`src/rtl/minv_mdiv_seq_if.sv`:
```
// Host-side bus of the MINV_MDIV sequencer: operand request and result return.
//
// Handshake: the host raises start for one cycle with op_a/op_b/op_p/mode
// valid in that same cycle. The request is taken only while the sequencer is
// idle (busy=0 and done=0) and is silently dropped otherwise. busy is high from
// the cycle after an accepted start until the done cycle. done is a one-cycle
// pulse. res_x1/res_x2/res_flag are valid from done and are held until the
// next accepted start. timeout is meaningful only in the done cycle.
interface minv_mdiv_seq_if #(
    parameter int OP_W = 256
);
    logic            start;
    logic            mode;
    logic [OP_W-1:0] op_a;
    logic [OP_W-1:0] op_b;
    logic [OP_W-1:0] op_p;
    logic            busy;
    logic            done;
    logic            timeout;
    logic [OP_W-1:0] res_x1;
    logic [OP_W-1:0] res_x2;
    logic            res_flag;

    modport master (
        output start, mode, op_a, op_b, op_p,
        input  busy, done, timeout, res_x1, res_x2, res_flag
    );

    modport slave (
        input  start, mode, op_a, op_b, op_p,
        output busy, done, timeout, res_x1, res_x2, res_flag
    );
endinterface

```
`src/rtl/minv_mdiv_seq.sv`:
```
// Upstream sequencer for the MINV_MDIV engine. Streams a, p (and b in
// division mode) word-serially into the engine, pulses eng_en, waits for
// eng_rdy with a timeout, then reads x1/x2 back word-serially.
module minv_mdiv_seq #(
    parameter int WORD_W   = 16,
    parameter int N_WORDS  = 16,
    parameter int SETTLE   = 2,
    parameter int OUT_LAT  = 1,
    parameter int MAX_WAIT = 65535
) (
    input  logic              clk,
    input  logic              rst,
    minv_mdiv_seq_if.slave    host,
    output logic [WORD_W-1:0] eng_datain,
    output logic              eng_loada,
    output logic              eng_loadp,
    output logic              eng_loadb,
    output logic              eng_en,
    output logic              eng_mode,
    output logic              eng_outx1,
    output logic              eng_outx2,
    input  logic [WORD_W-1:0] eng_x1,
    input  logic [WORD_W-1:0] eng_x2,
    input  logic              eng_rdy,
    input  logic              eng_flag,
    output logic [3:0]        o_dbg_state
);
    localparam int OP_W    = WORD_W * N_WORDS;
    localparam int RD_N    = N_WORDS + OUT_LAT;
    localparam int CNT_M1  = (MAX_WAIT > RD_N) ? MAX_WAIT : RD_N;
    localparam int CNT_MAX = (CNT_M1 > SETTLE) ? CNT_M1 : SETTLE;
    localparam int CNT_W   = $clog2(CNT_MAX + 1);

    localparam logic [CNT_W-1:0] LD_LAST    = CNT_W'(N_WORDS - 1);
    localparam logic [CNT_W-1:0] WAIT_LAST  = CNT_W'(MAX_WAIT - 1);
    localparam logic [CNT_W-1:0] SET_LAST   = CNT_W'(SETTLE - 1);
    localparam logic [CNT_W-1:0] RD_LAST    = CNT_W'(RD_N - 1);
    localparam logic [CNT_W-1:0] CAP_FIRST  = CNT_W'(OUT_LAT);

    typedef enum logic [3:0] {
        S_IDLE   = 4'd0,
        S_LOAD_A = 4'd1,
        S_LOAD_P = 4'd2,
        S_LOAD_B = 4'd3,
        S_GO     = 4'd4,
        S_WAIT   = 4'd5,
        S_SETTLE = 4'd6,
        S_READ   = 4'd7,
        S_DONE   = 4'd8
    } state_t;

    state_t           r_state;
    state_t           w_next;
    logic [CNT_W-1:0] r_cnt;
    logic [OP_W-1:0]  r_a;
    logic [OP_W-1:0]  r_b;
    logic [OP_W-1:0]  r_p;
    logic             r_mode;
    logic [OP_W-1:0]  r_res_x1;
    logic [OP_W-1:0]  r_res_x2;
    logic             r_res_flag;
    logic             r_timeout;
    logic [OP_W-1:0]  w_op;
    logic [OP_W-1:0]  w_op_sh;
    logic             w_accept;

    assign w_accept = (r_state == S_IDLE) && host.start;

    // FSM state register; reset aborts any operation in flight.
    always_ff @(posedge clk) begin
        if (rst) r_state <= S_IDLE;
        else     r_state <= w_next;
    end

    // Next state plus engine strobes; the load word index is the shared counter.
    always_comb begin
        w_next     = r_state;
        w_op       = r_a;
        eng_loada  = 1'b0;
        eng_loadp  = 1'b0;
        eng_loadb  = 1'b0;
        eng_en     = 1'b0;
        eng_outx1  = 1'b0;
        eng_outx2  = 1'b0;
        case (r_state)
            S_IDLE:   if (host.start) w_next = S_LOAD_A;
            S_LOAD_A: begin
                eng_loada = 1'b1;
                w_op      = r_a;
                if (r_cnt == LD_LAST) w_next = S_LOAD_P;
            end
            S_LOAD_P: begin
                eng_loadp = 1'b1;
                w_op      = r_p;
                if (r_cnt == LD_LAST) w_next = r_mode ? S_GO : S_LOAD_B;
            end
            S_LOAD_B: begin
                eng_loadb = 1'b1;
                w_op      = r_b;
                if (r_cnt == LD_LAST) w_next = S_GO;
            end
            S_GO: begin
                eng_en = 1'b1;
                w_next = S_WAIT;
            end
            S_WAIT: begin
                if (eng_rdy)                 w_next = (SETTLE == 0) ? S_READ : S_SETTLE;
                else if (r_cnt == WAIT_LAST) w_next = S_DONE;
            end
            S_SETTLE: if (r_cnt == SET_LAST) w_next = S_READ;
            S_READ: begin
                eng_outx1 = 1'b1;
                eng_outx2 = 1'b1;
                if (r_cnt == RD_LAST) w_next = S_DONE;
            end
            S_DONE:   w_next = S_IDLE;
            default:  w_next = S_IDLE;
        endcase
        w_op_sh    = w_op >> (int'(r_cnt) * WORD_W);
        eng_datain = (eng_loada || eng_loadp || eng_loadb) ? w_op_sh[WORD_W-1:0] : '0;
    end

    // Phase counter: restarts at every state change, so each phase counts from 0.
    always_ff @(posedge clk) begin
        if (rst)                    r_cnt <= '0;
        else if (w_next != r_state) r_cnt <= '0;
        else if (r_state != S_IDLE) r_cnt <= r_cnt + 1'b1;
    end

    // Operand shadows, result collection, flag and timeout capture.
    always_ff @(posedge clk) begin
        if (rst) begin
            r_a        <= '0;
            r_b        <= '0;
            r_p        <= '0;
            r_mode     <= 1'b0;
            r_res_x1   <= '0;
            r_res_x2   <= '0;
            r_res_flag <= 1'b0;
            r_timeout  <= 1'b0;
        end else begin
            if (w_accept) begin
                r_a        <= host.op_a;
                r_b        <= host.op_b;
                r_p        <= host.op_p;
                r_mode     <= host.mode;
                r_res_x1   <= '0;
                r_res_x2   <= '0;
                r_res_flag <= 1'b0;
                r_timeout  <= 1'b0;
            end
            if (r_state == S_WAIT) begin
                if (eng_rdy) begin
                    r_res_flag <= eng_flag;
                end else if (r_cnt == WAIT_LAST) begin
                    r_timeout <= 1'b1;
                    r_res_x1  <= '0;
                    r_res_x2  <= '0;
                end
            end
            // Words arrive LS-first; shifting in from the top leaves word 0 at [WORD_W-1:0].
            if (r_state == S_READ && r_cnt >= CAP_FIRST) begin
                r_res_x1 <= {eng_x1, r_res_x1[OP_W-1:WORD_W]};
                r_res_x2 <= {eng_x2, r_res_x2[OP_W-1:WORD_W]};
            end
        end
    end

    assign eng_mode      = r_mode;
    assign host.busy     = (r_state != S_IDLE) && (r_state != S_DONE);
    assign host.done     = (r_state == S_DONE);
    assign host.timeout  = r_timeout && (r_state == S_DONE);
    assign host.res_x1   = r_res_x1;
    assign host.res_x2   = r_res_x2;
    assign host.res_flag = r_res_flag;
    assign o_dbg_state   = r_state;
endmodule
```
`src/flat_wrapper.sv`:
```
// flat-port wrapper written by rule: the top's interface ports become plain ports
module minv_mdiv_seq_flat 
#(
    parameter int WORD_W   = 16,
    parameter int N_WORDS  = 16,
    parameter int SETTLE   = 2,
    parameter int OUT_LAT  = 1,
    parameter int MAX_WAIT = 65535
)
  (clk, rst, eng_datain, eng_loada, eng_loadp, eng_loadb, eng_en, eng_mode, eng_outx1, eng_outx2, eng_x1, eng_x2, eng_rdy, eng_flag, o_dbg_state, host_start, host_mode, host_op_a, host_op_b, host_op_p, host_busy, host_done, host_timeout, host_res_x1, host_res_x2, host_res_flag);
  minv_mdiv_seq_if host_i ();
  input  logic clk;
  input  logic rst;
  output logic [WORD_W-1:0] eng_datain;
  output logic eng_loada;
  output logic eng_loadp;
  output logic eng_loadb;
  output logic eng_en;
  output logic eng_mode;
  output logic eng_outx1;
  output logic eng_outx2;
  input  logic [WORD_W-1:0] eng_x1;
  input  logic [WORD_W-1:0] eng_x2;
  input  logic eng_rdy;
  input  logic eng_flag;
  output logic [3:0] o_dbg_state;
  input wire logic [$bits(host_i.start)-1:0] host_start;
  input wire logic [$bits(host_i.mode)-1:0] host_mode;
  input wire logic [$bits(host_i.op_a)-1:0] host_op_a;
  input wire logic [$bits(host_i.op_b)-1:0] host_op_b;
  input wire logic [$bits(host_i.op_p)-1:0] host_op_p;
  output wire logic [$bits(host_i.busy)-1:0] host_busy;
  output wire logic [$bits(host_i.done)-1:0] host_done;
  output wire logic [$bits(host_i.timeout)-1:0] host_timeout;
  output wire logic [$bits(host_i.res_x1)-1:0] host_res_x1;
  output wire logic [$bits(host_i.res_x2)-1:0] host_res_x2;
  output wire logic [$bits(host_i.res_flag)-1:0] host_res_flag;
  assign host_i.start = host_start;
  assign host_i.mode = host_mode;
  assign host_i.op_a = host_op_a;
  assign host_i.op_b = host_op_b;
  assign host_i.op_p = host_op_p;
  assign host_busy = host_i.busy;
  assign host_done = host_i.done;
  assign host_timeout = host_i.timeout;
  assign host_res_x1 = host_i.res_x1;
  assign host_res_x2 = host_i.res_x2;
  assign host_res_flag = host_i.res_flag;
  minv_mdiv_seq #(.WORD_W(WORD_W), .N_WORDS(N_WORDS), .SETTLE(SETTLE), .OUT_LAT(OUT_LAT), .MAX_WAIT(MAX_WAIT)) u_core (.clk(clk), .rst(rst), .host(host_i), .eng_datain(eng_datain), .eng_loada(eng_loada), .eng_loadp(eng_loadp), .eng_loadb(eng_loadb), .eng_en(eng_en), .eng_mode(eng_mode), .eng_outx1(eng_outx1), .eng_outx2(eng_outx2), .eng_x1(eng_x1), .eng_x2(eng_x2), .eng_rdy(eng_rdy), .eng_flag(eng_flag), .o_dbg_state(o_dbg_state));
endmodule
```
`config.mk`:
```
export PLATFORM = sky130hd
export DESIGN_NAME = minv_mdiv_seq_flat
export DESIGN_NICKNAME = d
export VERILOG_FILES = /design/src/rtl/minv_mdiv_seq_if.sv /design/src/rtl/minv_mdiv_seq.sv /design/src/flat_wrapper.sv
export SDC_FILE = /design/constraint.sdc
export NUM_CORES = 2
export LEC_CHECK = 0
export CAP_MARGIN = 30
export CORE_AREA = 3 3 517 519
export CTS_CLUSTER_SIZE = 10
export DETAILED_ROUTE_END_ITERATION = 6
export DIE_AREA = 0 0 520 522
export GPL_TIMING_DRIVEN = 0
export HOLD_SLACK_MARGIN = 0.03
export PLACE_DENSITY_LB_ADDON = 0.12
export SYNTH_ARGS = -nofsm -noshare
export SYNTH_HDL_FRONTEND = slang
export SYNTH_SLANG_ARGS = --single-unit
```
`constraint.sdc`:
```
create_clock -name clk -period 6 [get_ports clk]
set_input_delay 1.8 -clock clk [delete_from_list [all_inputs] [get_ports clk]]
set_output_delay 1.8 -clock clk [all_outputs]
set_load 0.02 [all_outputs]
```
# ---- After elaboration in Yosys (flattened, before gate mapping)
# Cells that the tools add are included.
dict set report op_classes {
  n_shift 1
  n_reduce_logical 9
  muxes 34
  eq_ne 14
  add_sub_neg 1
  order_cmp 1
}
# cell n
set ops {}
lappend ops {{$mux W256} 10}
lappend ops {{$pmux W256 S2} 1}
lappend ops {{$shr A256 B20 Y16} 1}
lappend ops {{$mux W4} 8}
lappend ops {{$pmux W4 S8} 1}
lappend ops {{$add A16 B1 Y16 const B} 1}
lappend ops {{$eq A16 B1 Y1 const B} 1}
lappend ops {{$eq A16 B16 Y1 const B} 1}
lappend ops {{$eq A16 B4 Y1 const B} 1}
lappend ops {{$eq A16 B5 Y1 const B} 1}
lappend ops {{$eq A4 B3 Y1 const B} 4}
lappend ops {{$ge A16 B1 Y1 const B} 1}
lappend ops {{$mux W16} 1}
lappend ops {{$mux W1} 12}
lappend ops {{$eq A4 B2 Y1 const B} 2}
lappend ops {{$eq A4 B1 Y1 const B} 1}
lappend ops {{$eq A4 B4 Y1 const B} 1}
lappend ops {{$logic_and A1 B1 Y1} 4}
lappend ops {{$logic_not A4 Y1} 1}
lappend ops {{$ne A4 B4 Y1} 1}
lappend ops {{$ne A4 B4 Y1 const B} 1}
lappend ops {{$reduce_bool A4 Y1} 1}
lappend ops {{$mux W3} 1}
lappend ops {{$logic_or A1 B1 Y1} 2}
lappend ops {{$reduce_or A2 Y1} 1}
dict set report totals {
  in_bits 806
  ff_bits 1303
}

# ---- Longest topological paths before layout
dict set report depth {
  depth_word 7
  depth_mapped 12
  depth_no_buf 8
}

# ---- Worst setup path before layout
# Ideal clock, no wire load.
dict set report synth_path {
  kind {register to output}
  startpoint {register u_core.r_state[0], in the netlist u_core.o_dbg_state[0]}
  endpoint {output port eng_datain[4]}
  path_slack_ns 1.669
  path_stages_with_launch 11
  t_arrival_ns 2.531
  required_ns 4.200
  path_buffers 6
  path_cell_list {dfxtp_1 > buf_2 > buf_2 > buf_4 > buf_4 > buf_2 > buf_2 > a21oi_1 > o21ai_0 > o211ai_1 > a31oi_1}
}
dict set report synth_via {
  elab_chain_cells 5
}
# item line
set synth_rtl {}
lappend synth_rtl {{start, declared} minv_mdiv_seq.sv:52} ;# state_t r_state;
lappend synth_rtl {{start signal, assigned} minv_mdiv_seq.sv:72} ;# else r_state <= w_next;
lappend synth_rtl {{branches (longest 4 deep; another with $pmux W256 S2)} -}
lappend synth_rtl {{$mux W16 (*)} minv_mdiv_seq.sv:120} ;# eng_datain = (eng_loada || eng_loadp || eng_loadb) ? w_op_sh[WORD_W-1:0] : '0;
lappend synth_rtl {{end, declared} flat_wrapper.sv:14} ;# output logic [WORD_W-1:0] eng_datain;
# Mark *: on every way between the ends.

# ---- Worst setup path in the final report
dict set report layout_path {
  startpoint {register u_core.r_state[2], in the netlist u_core.o_dbg_state[2]}
  endpoint {output port eng_datain[11]}
}
# The elaborated chain is that of the path after synthesis.

==> summary.txt <==
status = finished with violations
failing checks = design-rule violations, negative setup slack
FILL cells = 28265
Most Crowded Layer GR = met2
Hold Path Class = reg2reg
Leak = 26.56 nW
Layout Nets = 8689
crit end category = output port
Global Route met2 Usage = 46.68%
Ys Warns = 0
biggest area consumer among synthesized cells = dfxtp_1
DRC = 3
highest clock rate = 164.5 MHz
number of buffers created by CTS = 164
sequential share of the synthesized area = 51.14%
die area = 271400 µm²
DRT iter0 DRCs = 5420
RSZ-0062 raised after global routing = true
htree depth = 4
critical path launch point type = flip-flop
# rows = 188
DR WL/cell = 34.70 µm
pwr dens = 282.9 nW/µm²
slew margin rel. = 24.15%
switching fraction of total power = 28.91%
syn_area_per_cell = 8.155 µm²
die height = 522 µm
I/O Buffers = 1347
Critical-path top delay cell = a222oi_1
layout cells sized above 1 = 8.938%
Post-Synthesis Cells = 6255
initial antenna violation count = 138
Final WS setup = -80.35 ps
vias per inst = 4.822
grt met1 use = 33.45%
post-route cell area = 77310 µm²
clock share of power = 44.5%
top cell type's share of synthesized area = 51.14%
pin count of the biggest net entering global routing = 17
area of the multi-input gates = 23460 µm²
Post-Syn Area = 51010 µm²
endpoints failing setup = 1
P_sw = 6.323 mW
asr flop ratio synth = 0%
Fin. Hold Viols = 0
clock-pin slew on the worst setup and hold paths = 60 ps
RD Place Congestion = 0.9305
most common cell after layout, fill and taps aside = nand2_1
post-placement cell area = 70180 µm²
Worst-Skew Late Latency = 850 ps
Sinks on Clock Net = 1303
measured slew at the worst slew-check pin = 1138 ps
combinational power share = 13.3%
Detailed Place HPWL = 324700 µm
Seq. cell area = 26090 µm²
Clk Tree Root Cell = clkbuf_16
starting density of the core = 19.43%
ANT nets after route = 0
Post-Route WL = 401000 µm
Pint = 15.55 mW
Die Width = 520 µm
P&R area growth vs syn = 51.56%
core area = 262500 µm²
met3 Use GR = 8.185%
Final Power = 21.87 mW
Slew Viols, Final = 0
crit-path max FO = 10
Tmin final = 6080 ps
I/O pin count = 1349
CTS tree = yes
clock buffer depth = 3
DRT Pass-1 Iters = 7
worst path bufs/invs = 6
sequential group share of total power = 42.2%
clk_skew = 64.68 ps
vias in the first global route = 54158
All-Layer GR Usage = 28.22%
Max-Cap Viols = 0
pre-CTS WS = -2534 ps
total grt overflow = 0
VDD IR max = 262.3 µV
Yosys reg bits = 1303
Synth area leaders = dfxtp_1 (51%), nand2_1 (13%), a21oi_1 (8.7%)
vias post-DR = 55732
Setup CP Type = reg2out
Cell variety after synth = 67
WP data required = 4200 ps
first-pass GRT wire length = 515200 µm
Post-synth EDFFs = 0
synthesized net count = 7066
Crit path max-delay family = compound AO/OA/AOI/OAI gates
Crit path arrival time = 4280 ps
prevailing post-synth register cell = dfxtp_1
CP peak stage delay = 1010 ps
Cell Chain, Critical Path = buf_8 > nor3b_4 > buf_4 > buf_6 > buf_12 > buf_12 > nand2_1 > o211ai_1 > o21ai_2 > a222oi_1 > a31oi_4 > buf_6
most frequent cells in the layout = nand2_1 (1698), clkdlybuf4s50_1 (1331), dfxtp_1 (1298), a21oi_1 (876), nor2_1 (616)
crit share post-route = 101.3%
## through the flow
step	std cells	hold WS, ps	utilization (%)	TNS, ps
floorplan	6255	431.7	-	0
global placement	11117	439.8	26.24	-40590
detailed placement	11197	443.3	26.73	-37540
CTS	11492	451.8	29.37	-11.91
global route	11521	466.3	29.41	-15.20
finish	11557	451.3	29.45	-80.35
## layer usage
layer | up-vias | share of wire (%)
li1 | 24788 | -
met4 | 96 | 5.5
met1 | 27471 | 40
met2 | 2671 | 47
met5 | - | 0.15
met3 | 706 | 7.9
## registers in the layout, summed over array words and instances (netlist names)
signal,flops
u_core.host.res_x2,256
u_core.r_timeout,1
u_core.eng_mode,1
u_core.o_dbg_state,4
u_core.r_p,256
u_core.r_b,256
u_core.host.res_flag,1
u_core.host.res_x1,256
u_core.r_a,256
u_core.r_cnt,16
## worst reg2reg max path, cell delays in order (launching register included)
cell	delay, ps
dfxtp_2	390
buf_12	210
clkinv_2	350
clkbuf_1	390
buf_8	250
ha_1	220
nand3b_1	80
o21a_1	110
buf_2	450
clkbuf_1	710
clkbuf_1	500
a22oi_1	170
nor2_1	110
## power groups by stage
stage / logic (mW) / registers (mW) / clock network (mW)
final: 2.92 / 9.23 / 9.72
after global routing: 3.05 / 9.25 / 10.3
after CTS: 2.91 / 9.23 / 9.94
after detailed placement: 2.76 / 9.40 / 0
after global placement: 2.69 / 9.40 / 0
after floorplan: 1.07 / 9.28 / 0
## synthesized netlist by cell type (14+ instances only)
library cell / instances
nand2_1: 1701
dfxtp_1: 1303
a21oi_1: 883
nor2_1: 617
a22oi_1: 524
clkbuf_1: 397
mux2i_1: 158
buf_2: 126
nand3_1: 70
o211ai_1: 70
o21ai_0: 61
mux2_2: 41
buf_1: 29
nand4_1: 25
a211oi_1: 23
a31oi_1: 20
mux4_2: 20
and3_1: 15
a221oi_1: 14
nor3_1: 14
## final timing paths
check	startpoint	end	slack (ps)	cells past startpoint
max	u_core.o_dbg_state[2]$_SDFF_PP0_	eng_datain[11]	-80	12
min reg2reg	u_core.r_b[175]$_SDFFE_PP0P_	u_core.r_b[175]$_SDFFE_PP0P_	450	2
max reg2reg	u_core.r_cnt[0]$_SDFFE_PP0N_	u_core.host.res_x1[197]$_SDFF_PP0_	2000	12
min	u_core.r_b[175]$_SDFFE_PP0P_	u_core.r_b[175]$_SDFFE_PP0P_	450	2
## area by class of cell
type	instances	share of cell area (%)
diodes	65	0.2104
plain buffers	555	3.907
clock buffers	226	5.870
clock inverters	39	0.7364
inverters	6	0.03237
multi-input cells	4390	30.34
flip-flops and latches	1303	33.75
well taps	3515	5.689
repair buffers	1458	19.46
## timing repair
action	4_1_cts	5_1_grt
buffers inserted	29	1
endpoints found under the setup margin	20	6
gates cloned	1	0
pin swaps	26	5
gates resized for setup	446	14
hold buffers	0	0
## kinds of logic after synthesis
kind of cell	share of synthesized area, %
buf+inv	4.474
mux	4.889
flops	51.14
xor+xnor	0.2576
fa+ha+maj	0.1227
simple gates	19.00
compound gates	20.11
(Power assumes the default switching activity.)
